==> src/rtl/hilo_muldiv_unit.sv <==
// HI/LO owner: multi-cycle shift-add multiplier and restoring divider, plus MTHI/MTLO.
// HI/LO change only on FIX or on the MTHI/MTLO edge; operands are held as magnitudes plus signs.
module hilo_muldiv_unit #(
  parameter logic [31:0] HI_INIT = 32'h0000_0000,
  parameter logic [31:0] LO_INIT = 32'h0000_0000
) (
  input  logic        clk,
  input  logic        reset,
  input  logic        start,
  input  logic [2:0]  op,
  input  logic [31:0] rs_val,
  input  logic [31:0] rt_val,
  output logic        busy,
  output logic        done,
  output logic        div_zero,
  output logic [31:0] hi,
  output logic [31:0] lo
);

  localparam logic [2:0] OP_MULT  = 3'b000;
  localparam logic [2:0] OP_MULTU = 3'b001;
  localparam logic [2:0] OP_DIV   = 3'b010;
  localparam logic [2:0] OP_DIVU  = 3'b011;
  localparam logic [2:0] OP_MTHI  = 3'b100;
  localparam logic [2:0] OP_MTLO  = 3'b101;

  typedef enum logic [1:0] {S_IDLE, S_MUL, S_DIV, S_FIX} state_t;

  state_t      state;
  logic [4:0]  cnt;
  logic        is_div;
  logic        neg_q;
  logic        neg_r;
  logic        zero_flag;

  logic [63:0] acc;
  logic [63:0] opa;
  logic [31:0] opb;

  logic        signed_op;
  logic        launch_long;
  logic [32:0] shifted;
  logic [32:0] diff;

  function automatic logic [31:0] mag32(input logic [31:0] x, input logic sgn);
    logic signed [31:0] sx;
    sx = x;
    return (sgn && sx < 0) ? 32'(-sx) : x;
  endfunction

  function automatic logic [31:0] cneg32(input logic [31:0] x, input logic neg);
    logic signed [31:0] sx;
    sx = x;
    return neg ? 32'(-sx) : x;
  endfunction

  function automatic logic [63:0] cneg64(input logic [63:0] x, input logic neg);
    logic signed [63:0] sx;
    sx = x;
    return neg ? 64'(-sx) : x;
  endfunction

  assign signed_op   = (op == OP_MULT) || (op == OP_DIV);
  assign launch_long = start && ((op == OP_MULT) || (op == OP_MULTU) ||
                                 (((op == OP_DIV) || (op == OP_DIVU)) && (rt_val != 32'd0)));

  // Restoring-divide trial: remainder lives in acc[63:32], dividend/quotient in acc[31:0].
  assign shifted = {acc[63:32], acc[31]};
  assign diff    = shifted - {1'b0, opb};

  // Datapath registers: no reset, meaningful only while an operation is in flight.
  always_ff @(posedge clk) begin
    case (state)
      S_IDLE: if (launch_long) begin
        opa <= {32'd0, mag32(rs_val, signed_op)};
        opb <= mag32(rt_val, signed_op);
        acc <= ((op == OP_MULT) || (op == OP_MULTU)) ? 64'd0
                                                      : {32'd0, mag32(rs_val, signed_op)};
      end
      S_MUL: begin
        acc <= acc + (opb[0] ? opa : 64'd0);
        opa <= opa << 1;
        opb <= opb >> 1;
      end
      S_DIV: begin
        if (!diff[32]) acc <= {diff[31:0], acc[30:0], 1'b1};
        else           acc <= {shifted[31:0], acc[30:0], 1'b0};
      end
      default: ;
    endcase
  end

  // Control FSM and architectural HI/LO.
  always_ff @(posedge clk or negedge reset) begin
    if (!reset) begin
      state     <= S_IDLE;
      cnt       <= 5'd0;
      is_div    <= 1'b0;
      neg_q     <= 1'b0;
      neg_r     <= 1'b0;
      zero_flag <= 1'b0;
      busy      <= 1'b0;
      done      <= 1'b0;
      div_zero  <= 1'b0;
      hi        <= HI_INIT;
      lo        <= LO_INIT;
    end else begin
      done     <= 1'b0;
      div_zero <= 1'b0;
      case (state)
        S_IDLE: if (start) begin
          case (op)
            OP_MTHI: begin
              hi   <= rs_val;
              done <= 1'b1;
            end
            OP_MTLO: begin
              lo   <= rs_val;
              done <= 1'b1;
            end
            OP_MULT, OP_MULTU: begin
              state     <= S_MUL;
              busy      <= 1'b1;
              cnt       <= 5'd0;
              is_div    <= 1'b0;
              neg_q     <= signed_op && (rs_val[31] ^ rt_val[31]);
              neg_r     <= 1'b0;
              zero_flag <= 1'b0;
            end
            OP_DIV, OP_DIVU: begin
              state     <= (rt_val == 32'd0) ? S_FIX : S_DIV;
              busy      <= 1'b1;
              cnt       <= 5'd0;
              is_div    <= 1'b1;
              neg_q     <= signed_op && (rs_val[31] ^ rt_val[31]);
              neg_r     <= signed_op && rs_val[31];
              zero_flag <= (rt_val == 32'd0);
            end
            default: ;
          endcase
        end
        S_MUL, S_DIV: begin
          cnt <= cnt + 5'd1;
          if (cnt == 5'd31) state <= S_FIX;
        end
        S_FIX: begin
          state <= S_IDLE;
          busy  <= 1'b0;
          done  <= 1'b1;
          if (zero_flag) begin
            div_zero <= 1'b1;
          end else if (is_div) begin
            lo <= cneg32(acc[31:0], neg_q);
            hi <= cneg32(acc[63:32], neg_r);
          end else begin
            {hi, lo} <= cneg64(acc, neg_q);
          end
        end
        default: state <= S_IDLE;
      endcase
    end
  end

endmodule

==> config.mk <==
export PLATFORM = sky130hd
export DESIGN_NAME = hilo_muldiv_unit
export DESIGN_NICKNAME = d
export VERILOG_FILES = /design/src/rtl/hilo_muldiv_unit.sv
export SDC_FILE = /design/constraint.sdc
export NUM_CORES = 1
export LEC_CHECK = 0
export CORE_MARGIN = 3
export CORE_UTILIZATION = 55
export DETAILED_ROUTE_END_ITERATION = 6
export HOLD_SLACK_MARGIN = 0.15
export PLACE_DENSITY_LB_ADDON = 0.15
export REMOVE_ABC_BUFFERS = 1
export SETUP_SLACK_MARGIN = 0.15
export SKIP_LAST_GASP = 1
export SYNTH_ARGS = -nofsm -noshare
export SYNTH_HDL_FRONTEND = slang
export SYNTH_SLANG_ARGS = --single-unit
==> constraint.sdc <==
create_clock -name clk -period 9.5 [get_ports clk]
set_input_delay 0.95 -clock clk [delete_from_list [all_inputs] [get_ports clk]]
set_output_delay 0.95 -clock clk [all_outputs]
set_load 0.02 [all_outputs]
==> results of run 1 <==
==> worst paths after layout <==
path	start	endpoint	slack, ps
worst min-delay path	lo[6]	lo[6]	480
min in group asynchronous	reset	lo[3]	540
worst max-delay path	opb[0]	acc[62]	4250
worst max register to register	opb[0]	acc[62]	4250
worst min register to register	lo[6]	lo[6]	480
max in group asynchronous	reset	neg_q	8220
==> worst reg2reg max path: cells and delay by family, from the launching register on <==
kind	cells	cell delay, ps
AO/OA/AOI/OAI	7	2500
AND/OR/NAND/NOR	4	1020
adder cells (fa/ha/maj)	2	590
buffers and inverters	2	560
flip-flops	1	320
==> state kept, by name, indices dropped and copies added (netlist names) <==
register and cells:
hi 32, lo 32, busy 1, neg_q 1, opa 64, acc 64, neg_r 1, opb 32
div_zero 1, cnt 5, is_div 1, done 1, state 2, zero_flag 1
==> cell usage after synthesis, drive strengths merged (12+ instances only) <==
library cell    n
nand2b         17
nor3           24
nand2         218
mux2i          38
and3           20
o31ai          22
xnor2         113
or3            28
and2          105
edfxtp        160
a22oi          25
o21a           12
o22ai          54
a211oi         49
o21ai         182
nor2          174
or4            16
nand3          30
nor4           29
inv            78
ha            106
xor2           88
nand4          34
clkbuf        127
a21o           84
dfrtp          78
a21oi         187
a31oi          22
o21bai         22
==> cell type report <==
type	instances	share of cell area [%]
tap	455	2.57
timing repair buffer	156	6.81
clock inverter	11	0.729
multi-input combinational	1833	54.2
clock buffer	41	3.85
sequential	238	30.5
inverter	80	1.36
==> layer usage <==
layer	vias up	share of wire (%)	global-route usage, %
met5	-	0	0
met4	0	4.5	12.7
met3	143	7.6	3.90
met2	839	46	52.3
met1	8576	41	42.8
li1	8501	-	-
==> through the flow <==
| step | std cells | util, % | TNS [ps] | worst slack, ps | hold WS [ps] |
|---|---|---|---|---|---|
| CTS | 2814 | 63.5 | 0 | 4320 | 480 |
| global route | 2814 | 63.5 | 0 | 3970 | 491 |
| floorplan | 2151 | - | -243990 | -2540 | 450 |
| finish | 2814 | 63.5 | 0 | 4250 | 478 |
| global placement | 2762 | 60.6 | 0 | 4070 | 460 |
| detailed placement | 2762 | 60.6 | 0 | 3940 | 465 |
==> kinds of logic after synthesis <==
family,after synthesis
DFF,238
muxes,40
AOI/OAI and AO/OA,746
buffers and inverters,219
and+or+nand+nor,738
adders and majority gates,108
xor gates and xnor gates,201
==> results list, run 1 <==
- From left edge to right edge, the die measures 195 µm.
* Ys flop type: edfxtp_1
- Count of flip-flops with a built-in enable after synthesis: 160
- Insertion delay to the later sink of the worst-skew pair: 570 ps
- Total routing usage reported by global routing: 31.8%
- The clock passes through at most 3 buffers.
* WL per Instance: 22.3 µm
- Biggest area contributors in the synthesized netlist: edfxtp_1, dfrtp_1, ha_1
* Slew Limit Headroom: 24.7%
- For this block, the routed nets add up to 62.7 mm of wire.
- Max-slew violation count: 0
- Hold Buf Count CTS: 0
* Via count of the first global-routing pass: 17368
* Buffers & Inverters on Critical Path: 2
- Counting instances, the worst hold path has a depth of 1.
- In this run the cell area of the synthesized design comes to 19600 µm².
* Placed instance area: 21100 µm²
- The synthesized netlist devotes 24.1% of its cell area to compound gates.
- Number of buffers inserted by port buffering: 136
* Number of sinks handled by clock tree synthesis: 238
- For the pin with the worst max-slew slack, the measured transition is 1130 ps.
- STA puts the critical path data required time at 9790 ps.
* Antenna viol nets, final: 0
* Startpoint Class: flip-flop
* RSZ-0062 raised after global routing: false
- After synthesis, the largest family of logic cells by area is compound AO/OA/AOI/OAI gates.
* Share of synthesized cell area in full adder, half adder and majority cells: 6.96%
- Proportion of synthesized flip-flops having asynchronous set or reset: 32.8%
- Sequential standard cell area: 6760 µm²
- Syn_area_per_cell: 8.57 µm²
- Number of DRC markers after the initial detailed-route iteration: 1614
* Fill count: 3091
* Area added between synthesis and finish: 12.9%
- Kind of end point of the critical path: flip-flop
- The critical path runs through a total of 15 cells.
- In this run the vertical extent of the chip is 195 µm.
* Leftover overflow at the end of global routing: 0
- Share of the yosys chip area belonging to registers: 34.4%
* Core Area: 34900 µm²
- The flow ran to the end, and the final reports show no timing, DRC or antenna violations.
- After clock tree synthesis, the clock-pin slew on the worst setup and hold paths is 60 ps.
- Static timing analysis puts the maximum clock frequency at 0.191 GHz.
- Largest net degree at the start of global routing: 96
* Most common library cell in the layout ignoring fill and taps: nand2_1
- Across all layers, the routed design uses 18059 vias.
- The worst register-to-register path has a depth of 15.
* DRC viols: 0
- The critical path goes through buf_4, and2_1, ha_1, inv_1, fa_1, nand2b_1, a21oi_1, o21ai_0, a211oi_1, o21ai_0, o31ai_1, o2111ai_1, a21oi_1, nor4_1, or3b_2.
* Placer congestion estimate: 0.950
* Resized cells post-CTS: 0
* Type of the worst setup path: reg -> reg
- The kind of cell with the highest combined delay along the critical path is compound AO/OA/AOI/OAI gates.
- Final critical-path share of the clock period: 55.2%
- CTS tree: yes
* Hold/Removal Path Class: reg -> reg
* First drt pass iteration count: 6
* Number of instances in the synthesized netlist: 2290
* Cts bufs inserted: 28
- Area enclosed by the die boundary: 38000 µm²
- Initial antenna violation count: 0
- Number of setup violations in the final report: 0
* Count of synthesis-stage warnings from yosys: 0
* Starting Density: 56.3%
- In this run the count of I/O pins placed on the die edge is 137.
- Worst path max stage delay: 580 ps
- Xor and xnor fraction of the mapped netlist area: 8.97%
- Post-synth top area share: 24.5%
- Data arrives at the worst endpoint at 5540 ps.
- The routed design could run at a clock period as short as 5250 ps.
- Dividing the detail-routed via count by the number of cells gives 6.42.
- Synth Area in Simple Gates: 18.7%
- CTS built an H-tree with a depth of 1.
- Between clock sinks in the finished design, the worst skew comes to 22.5 ps.
* Max-capacitance violation count: 0
* Finished layout cell area: 22100 µm²
- Wire length of the first global-routing pass: 97.1 mm
- Number of diodes added for antenna fixing: 0
- Post-synth top area cell: edfxtp_1
- Count of state elements after synthesis: 238
- Cell at the root of the clock tree: clkbuf_16
- Buffers added to address setup during post-CTS repair amount to 0.
* Highest-count cells in the layout ignoring fill and taps: nand2_1, a21oi_1, o21ai_0
* Final hold violation count: 0
* Nets: 2515
- Placed wire-length estimate: 46.4 mm
- Of the post-synthesis cell area, the part taken by muxes is 2.05%.
- Synth unique cells: 83
* Area used by multi-input combinational logic: 12000 µm²
- # rows: 68
- Critical-path cell with the highest stage delay: a211oi_1
- Along the worst path, the maximum fanout reaches 65.
- Proportion of layout cells with a drive suffix above 1: 5.17%
Power of run 1 is not shown: default switching activity piles up to over one toggle a cycle in this logic, so the estimate is an artifact.
==> run 2: changes to the inputs <==
CORE_UTILIZATION = 60   (was 55)
clock period = 5.3 ns   (was 9.5 ns; I/O delays follow)
==> run 2 against run 1 <==
Against the previous run:
- clock skew about the same
- non-clock buffer count up 9
- final cell count down 0.39%
- utilization up 6.0 points
- routed wire length down 0.53%
- setup slack worse by 3700 ps
- clock-buffer cell count up 2
- via count up 1.9%
- critical path depth unchanged
- global-route usage up 2.7 points
- sequential share of layout area about the same
- first-iteration DRC count up 20%
==> results list, run 2 (synthesis results as in run 1) <==
* Run status: completed
- Clock period minus final worst setup slack: 4800 ps (-451 ps)
- The leftover overflow at the end of global routing is 0 (unchanged).
- The worst slew margin relative to its limit was 29.7% (+5.0 points).
- Number of buffers inserted by port buffering: 136 (unchanged)
- Resized cells post-CTS: 0 (unchanged)
* Overall via count from detail_route: 18399 (+1.9%)
- The worst-case clock buffer depth was 3 (unchanged).
- The clock skew was 22.3 ps (-0.279 ps).
* Post-CTS Setup Inserts: 0 (unchanged)
* Die height: 187 µm (-4.1%)
* DIE WIDTH: 187 µm (-4.1%)
- STA classifies the critical path startpoint as a flip-flop.
* Kind of end point of the critical path: flip-flop
* Clk pin slew, worst setup/hold paths: 60 ps (about the same)
* Post-route setup TNS: 0 ps (unchanged)
- Cts bufs inserted: 28 (unchanged)
* Starting Density: 61.6% (+5.3 points)
- Wire length of the first global-routing pass: 97.8 mm (+0.76%)
- The hold-fix buffer count after cts is 0 (unchanged).
- The number of nets at the end of the flow was 2524 (+0.36%).
- The number of max-cap violations was 0 (unchanged).
- The count of nets left with antenna violations after detail routing is 0 (unchanged).
* Placed wire-length estimate: 46.4 mm (-0.18%)
- Number of sinks handled by clock tree synthesis: 238 (unchanged)
* Max Clk Rate: 0.209 GHz (+9.4%)
- The number of remaining DRC errors was 0 (unchanged).
- Number of diodes added for antenna fixing: 0 (unchanged)
- Critical-path cell with the highest stage delay: edfxtp_1
- First drt pass iteration count: 6 (unchanged)
* Final hold violation count: 0 (unchanged)
* Dominant delay contributor by cell family on the critical path: compound AO/OA/AOI/OAI gates
* RSZ-0062 raised after global routing: false
* CTS tree: yes
- The worst setup path is of the reg -> reg kind.
- The core area was 31900 µm² (-8.6%).
* Required time at the worst-slack endpoint: 5600 ps (-4190 ps)
* Measured slew at the worst slew-check pin: 1050 ps (-79.0 ps)
- CP Cell Sequence: and2_1, ha_1, inv_1, fa_1, nand2b_1, a21oi_1, o21ai_0, a211oi_1, o21ai_0, o31ai_1, buf_4, o2111ai_1, a21oi_1, nor4_1, or3b_2
* Final critical-path share of the clock period: 90.5% (+35 points)
- Largest net degree at the start of global routing: 97 (+1.0%)
* Hold/Removal Path Class: in -> async
* Arrival time worst endpoint: 5090 ps (-450 ps)
* Maximum fanout along the worst path: 19 (-71%)
* Cell at the root of the clock tree: clkbuf_16
* Number of DRC markers after the initial detailed-route iteration: 1938 (+20%)
- The detailed-route wire length per cell came to 22.3 µm (-0.14%).
- The wire length reported by the detailed router came to 62.4 mm (-0.53%).
* Ports placed on the boundary: 137 (unchanged)
- Initial antenna violation count: 0 (unchanged)
- The number of H-tree levels is 1 (unchanged).
* Detailed-route vias per instance: 6.56 (+2.3%)
- Highest-count cells in the layout ignoring fill and taps: nand2_1, a21oi_1, o21ai_0
- Buffers & Inverters on Critical Path: 2 (unchanged)
* Largest regs: acc (64), opa (64)
- Insertion delay to the later sink of the worst-skew pair: 570 ps (about the same)
- The fill cell total of the finished layout came to 2604 (-16%).
* Area enclosed by the die boundary: 34900 µm² (-8.1%)
- The fraction of final layout cells with drive strength greater than 1 came to 5.41% (+0.23 points).
* Via count of the first global-routing pass: 17940 (+3.3%)
- The number of core rows is 65 (-4.4%).
- The global-route total usage across every layer came to 34.5% (+2.7 points).
- The number of slew-limit violations in the final report is 0 (unchanged).
* Worst path max stage delay: 800 ps (+220 ps)
- The global placement routability congestion was 1.01 (+6.7%).
- The library cell used most frequently in the layout, excluding fill and tap cells, is nand2_1.
* Number of setup violations in the final report: 0 (unchanged)
- The area growth from synthesis to final layout was 12.9% (about the same).
## run 2: cell count changes in the layout (fill, tap and decap cells not counted), moves of 2 or more
cell	change
clkinv_2	+2
clkbuf_1	+3
buf_4	+6
buf_12	+3
clkinvlp_4	-2
bufinv_16	-2
## run 2: per-stage QoR
step,hold slack (ps),cells,instance area [µm²],worst slack [ps],utilization [%]
after global routing,237,2803,22200,272,69.5
after detailed placement,465,2751,21200,640,66.5
final,155,2803,22200,504,69.5
after global placement,460,2751,21200,753,66.5
after CTS,176,2803,22200,625,69.5
after floorplan,234,2151,19000,-6740,-
## run 2: cell type report
cell class	count	area [µm²]	area share [%]
clock buffer	43	838	3.78
inverter	80	300	1.36
clock inverter	9	98.8	0.446
multi-input combinational	1833	12000	54.2
timing repair buffer	165	1610	7.29
tap	435	544	2.46
sequential	238	6760	30.5
## run 2: worst register-to-register path, stage by stage (launching register included)
cell and delay [ps]:
edfxtp_1 800, and2_1 250, ha_1 190, inv_1 60
fa_1 380, nand2b_1 200, a21oi_1 220, o21ai_0 270
a211oi_1 490, o21ai_0 280, o31ai_1 300, buf_4 160
o2111ai_1 150, a21oi_1 250, nor4_1 70, or3b_2 480
## run 2: path summary, 6_finish.rpt
| check | slack (ps) | startpoint | cells past startpoint | to |
|---|---|---|---|---|
| worst min-delay path | 150 | reset | 1 | hi[6] |
| worst max register to register | 500 | opb[0] | 15 | acc[62] |
| min in group clk | 470 | lo[31] | 1 | lo[31] |
| worst max-delay path | 500 | opb[0] | 15 | acc[62] |
| max in group asynchronous | 4480 | reset | 1 | is_div |
| worst min register to register | 470 | lo[31] | 1 | lo[31] |
## run 2: routing by layer
layer	global-route usage, %	up-vias	wire length [µm]
met3	5.72	170	5480
met5	0	-	0
met2	58.6	966	29200
met1	44.2	8743	24900
met4	13.5	0	2790
li1	-	8520	-
Power of run 2 is left out for the same reason.
==> run 3: changes to the inputs <==
CTS_BUF_LIST = sky130_fd_sc_hd__clkbuf_4 sky130_fd_sc_hd__clkbuf_8   (was default)
==> run 3 against run 2 <==
Against the previous run:
- routed wire length is 0.28% higher
- via count up 0.88%
- clock skew grew 8.4 ps
- critical path type unchanged
==> results list, run 3 (synthesis results as in run 1) <==
- Among all stages on the critical path, the largest delay is contributed by edfxtp_1.
- The detail-routed via count per cell is 6.56 (-0.12%).
- The number of nets at the end of the flow was 2540 (+0.63%).
- The delay of the slowest cell on the worst path came to 780 ps (-20 ps).
* Final critical-path share of the clock period: 90.1% (-0.41 points)
* Type of the worst setup path: reg -> reg
* Worst clock skew: 30.7 ps (+8.45 ps)
- The worst setup path is captured at a flip-flop.
- TritonCTS built the clock tree.
* Measured slew at the worst slew-check pin: 1090 ps (+38.0 ps)
* Required time at the worst-slack endpoint: 5660 ps (+60 ps)
- Initial antenna violation count: 0 (unchanged)
- The total negative slack for setup checks came to 0 ps (unchanged).
* First drt pass iteration count: 5 (-1)
- The y dimension of the die is 187 µm (unchanged).
- Number of sinks handled by clock tree synthesis: 238 (unchanged)
- Most common library cell in the layout ignoring fill and taps: nand2_1
- CP Cell Sequence: and2_1, ha_1, inv_1, fa_1, nand2b_1, a21oi_1, o21ai_0, a211oi_1, o21ai_0, o31ai_1, buf_4, o2111ai_1, a21oi_1, nor4_1, or3b_2
* Overall via count from detail_route: 18561 (+0.88%)
* Starting Density: 61.6% (unchanged)
- The flow ran to the end, and the final reports show no timing, DRC or antenna violations.
* Number of setup violations in the final report: 0 (unchanged)
- Core Area: 31900 µm² (unchanged)
* Wire length of the first global-routing pass: 98.1 mm (+0.27%)
- The number of max-cap violations was 0 (unchanged).
- Ports placed on the boundary: 137 (unchanged)
* Cts bufs inserted: 43 (+54%)
- Antenna viol nets, final: 0 (unchanged)
- Setup repair after global routing left no endpoint under its margin.
* Startpoint Class: flip-flop
- Number of H-tree levels: 2 (+1)
- The clock network latency to the later pin of the worst-skew pair came to 640 ps (+70 ps).
- The horizontal extent of the die is 187 µm (unchanged).
- The number of slew-limit violations in the final report came to 0 (unchanged).
- Via count of the first global-routing pass: 18066 (+0.70%)
- The number of remaining DRC errors came to 0 (unchanged).
* Cell at the root of the clock tree: clkbuf_8
- Largest net degree at the start of global routing: 97 (unchanged)
- The count of input and output buffers came to 136 (unchanged).
* Arrival time worst endpoint: 5140 ps (+50 ps)
* Maximum count of clock buffers along a single path: 3 (unchanged)
- The total count of hold-check failures in the final report is 0 (unchanged).
- Area enclosed by the die boundary: 34900 µm² (unchanged)
- Area added between synthesis and finish: 12.6%
* Clock period minus final worst setup slack: 4770 ps (-21.5 ps)
* Highest-count cells in the layout ignoring fill and taps: nand2_1, a21oi_1, o21ai_0
- Max Clk Rate: 0.209 GHz (+0.45%)
* Clk pin slew, worst setup/hold paths: 60 ps (about the same)
- The largest registers in the layout are acc (64), opa (64).
* Number of DRC markers after the initial detailed-route iteration: 2020 (+4.2%)
- Final-layout worst hold slack: 471 ps (+317 ps)
* Number of diodes added for antenna fixing: 0 (unchanged)
- The wire length reported by the detailed router came to 62.6 mm (+0.28%).
- The worst hold path belongs to the class reg -> reg.
- Proportion of layout cells with a drive suffix above 1: 6.51% (+1.1 points)
- The global-route total usage across every layer was 34.9% (+0.46 points).
- The detailed-route wire length per cell is 22.1 µm (-0.71%).
- Leftover overflow at the end of global routing: 0 (unchanged)
- The fill cell total of the finished layout is 2606 (+0.077%).
* Slew Limit Headroom: 26.7% (-3.0 points)
* # rows: 65 (unchanged)
- Placed wire-length estimate: 46.4 mm (unchanged)
- Placer congestion estimate: 1.01 (unchanged)
* Maximum fanout along the worst path: 19 (unchanged)
-- run 3: cell types whose count changed in the layout (fill, tap and decap cells not counted) --
cell / before / now
clkinv_2: 5 / 10
clkinv_1: 1 / 8
clkbuf_4: 0 / 9
dlygate4sd3_1: 0 / 1
inv_8: 0 / 2
inv_4: 1 / 0
clkbuf_16: 29 / 0
clkbuf_1: 8 / 0
clkbuf_8: 6 / 49
bufinv_16: 2 / 1
-- run 3: final cells by class --
cell class / count / area, µm² / share of cell area, %
repair buffers: 166 / 1620 / 7.35
clock buffers: 58 / 742 / 3.36
well taps: 435 / 544 / 2.46
clock inverters: 21 / 136 / 0.617
flip-flops and latches: 238 / 6760 / 30.6
multi-input cells: 1833 / 12000 / 54.3
inverters: 80 / 300 / 1.36
-- run 3: metal layers --
metal | global-route usage (%) | wire (µm) | vias up
li1 | - | - | 8571
met2 | 58.0 | 28900 | 971
met3 | 6.99 | 5690 | 207
met5 | 0 | 0 | -
met1 | 44.5 | 25000 | 8812
met4 | 15.4 | 3000 | 0
-- run 3: worst paths after layout --
path,from,to,slack [ps],cells past startpoint
hold / removal,hi[10],hi[10],470,1
max in group asynchronous,reset,hi[0],4030,2
setup / recovery,opb[0],acc[62],530,15
hold reg to reg,hi[10],hi[10],470,1
setup reg to reg,opb[0],acc[62],530,15
min in group asynchronous,reset,hi[27],620,2
-- run 3: per-stage QoR --
| stage | worst slack, ps | cells | utilization [%] | area (µm²) |
|---|---|---|---|---|
| floorplan | -6740 | 2151 | - | 19000 |
| finish | 526 | 2831 | 69.3 | 22100 |
| detailed placement | 640 | 2751 | 66.5 | 21200 |
| global placement | 753 | 2751 | 66.5 | 21200 |
| global route | 264 | 2831 | 69.3 | 22100 |
| CTS | 617 | 2831 | 69.3 | 22100 |
-- run 3: what timing repair did --
item / in CTS / in global routing
setup buffers: 0 / 0
hold endpoints to repair: 78 / 0
hold buffers: 1 / 0
resized for setup: 0 / 0
-- run 3: worst max-delay path, delay by kind of cell (launching register included) --
kind            cells  cell delay (ps)
simple gates        4              980
fa+ha+maj           2              570
compound gates      7             1930
flops               1              780
buf+inv             2              230
Power of run 3 is left out for the same reason.
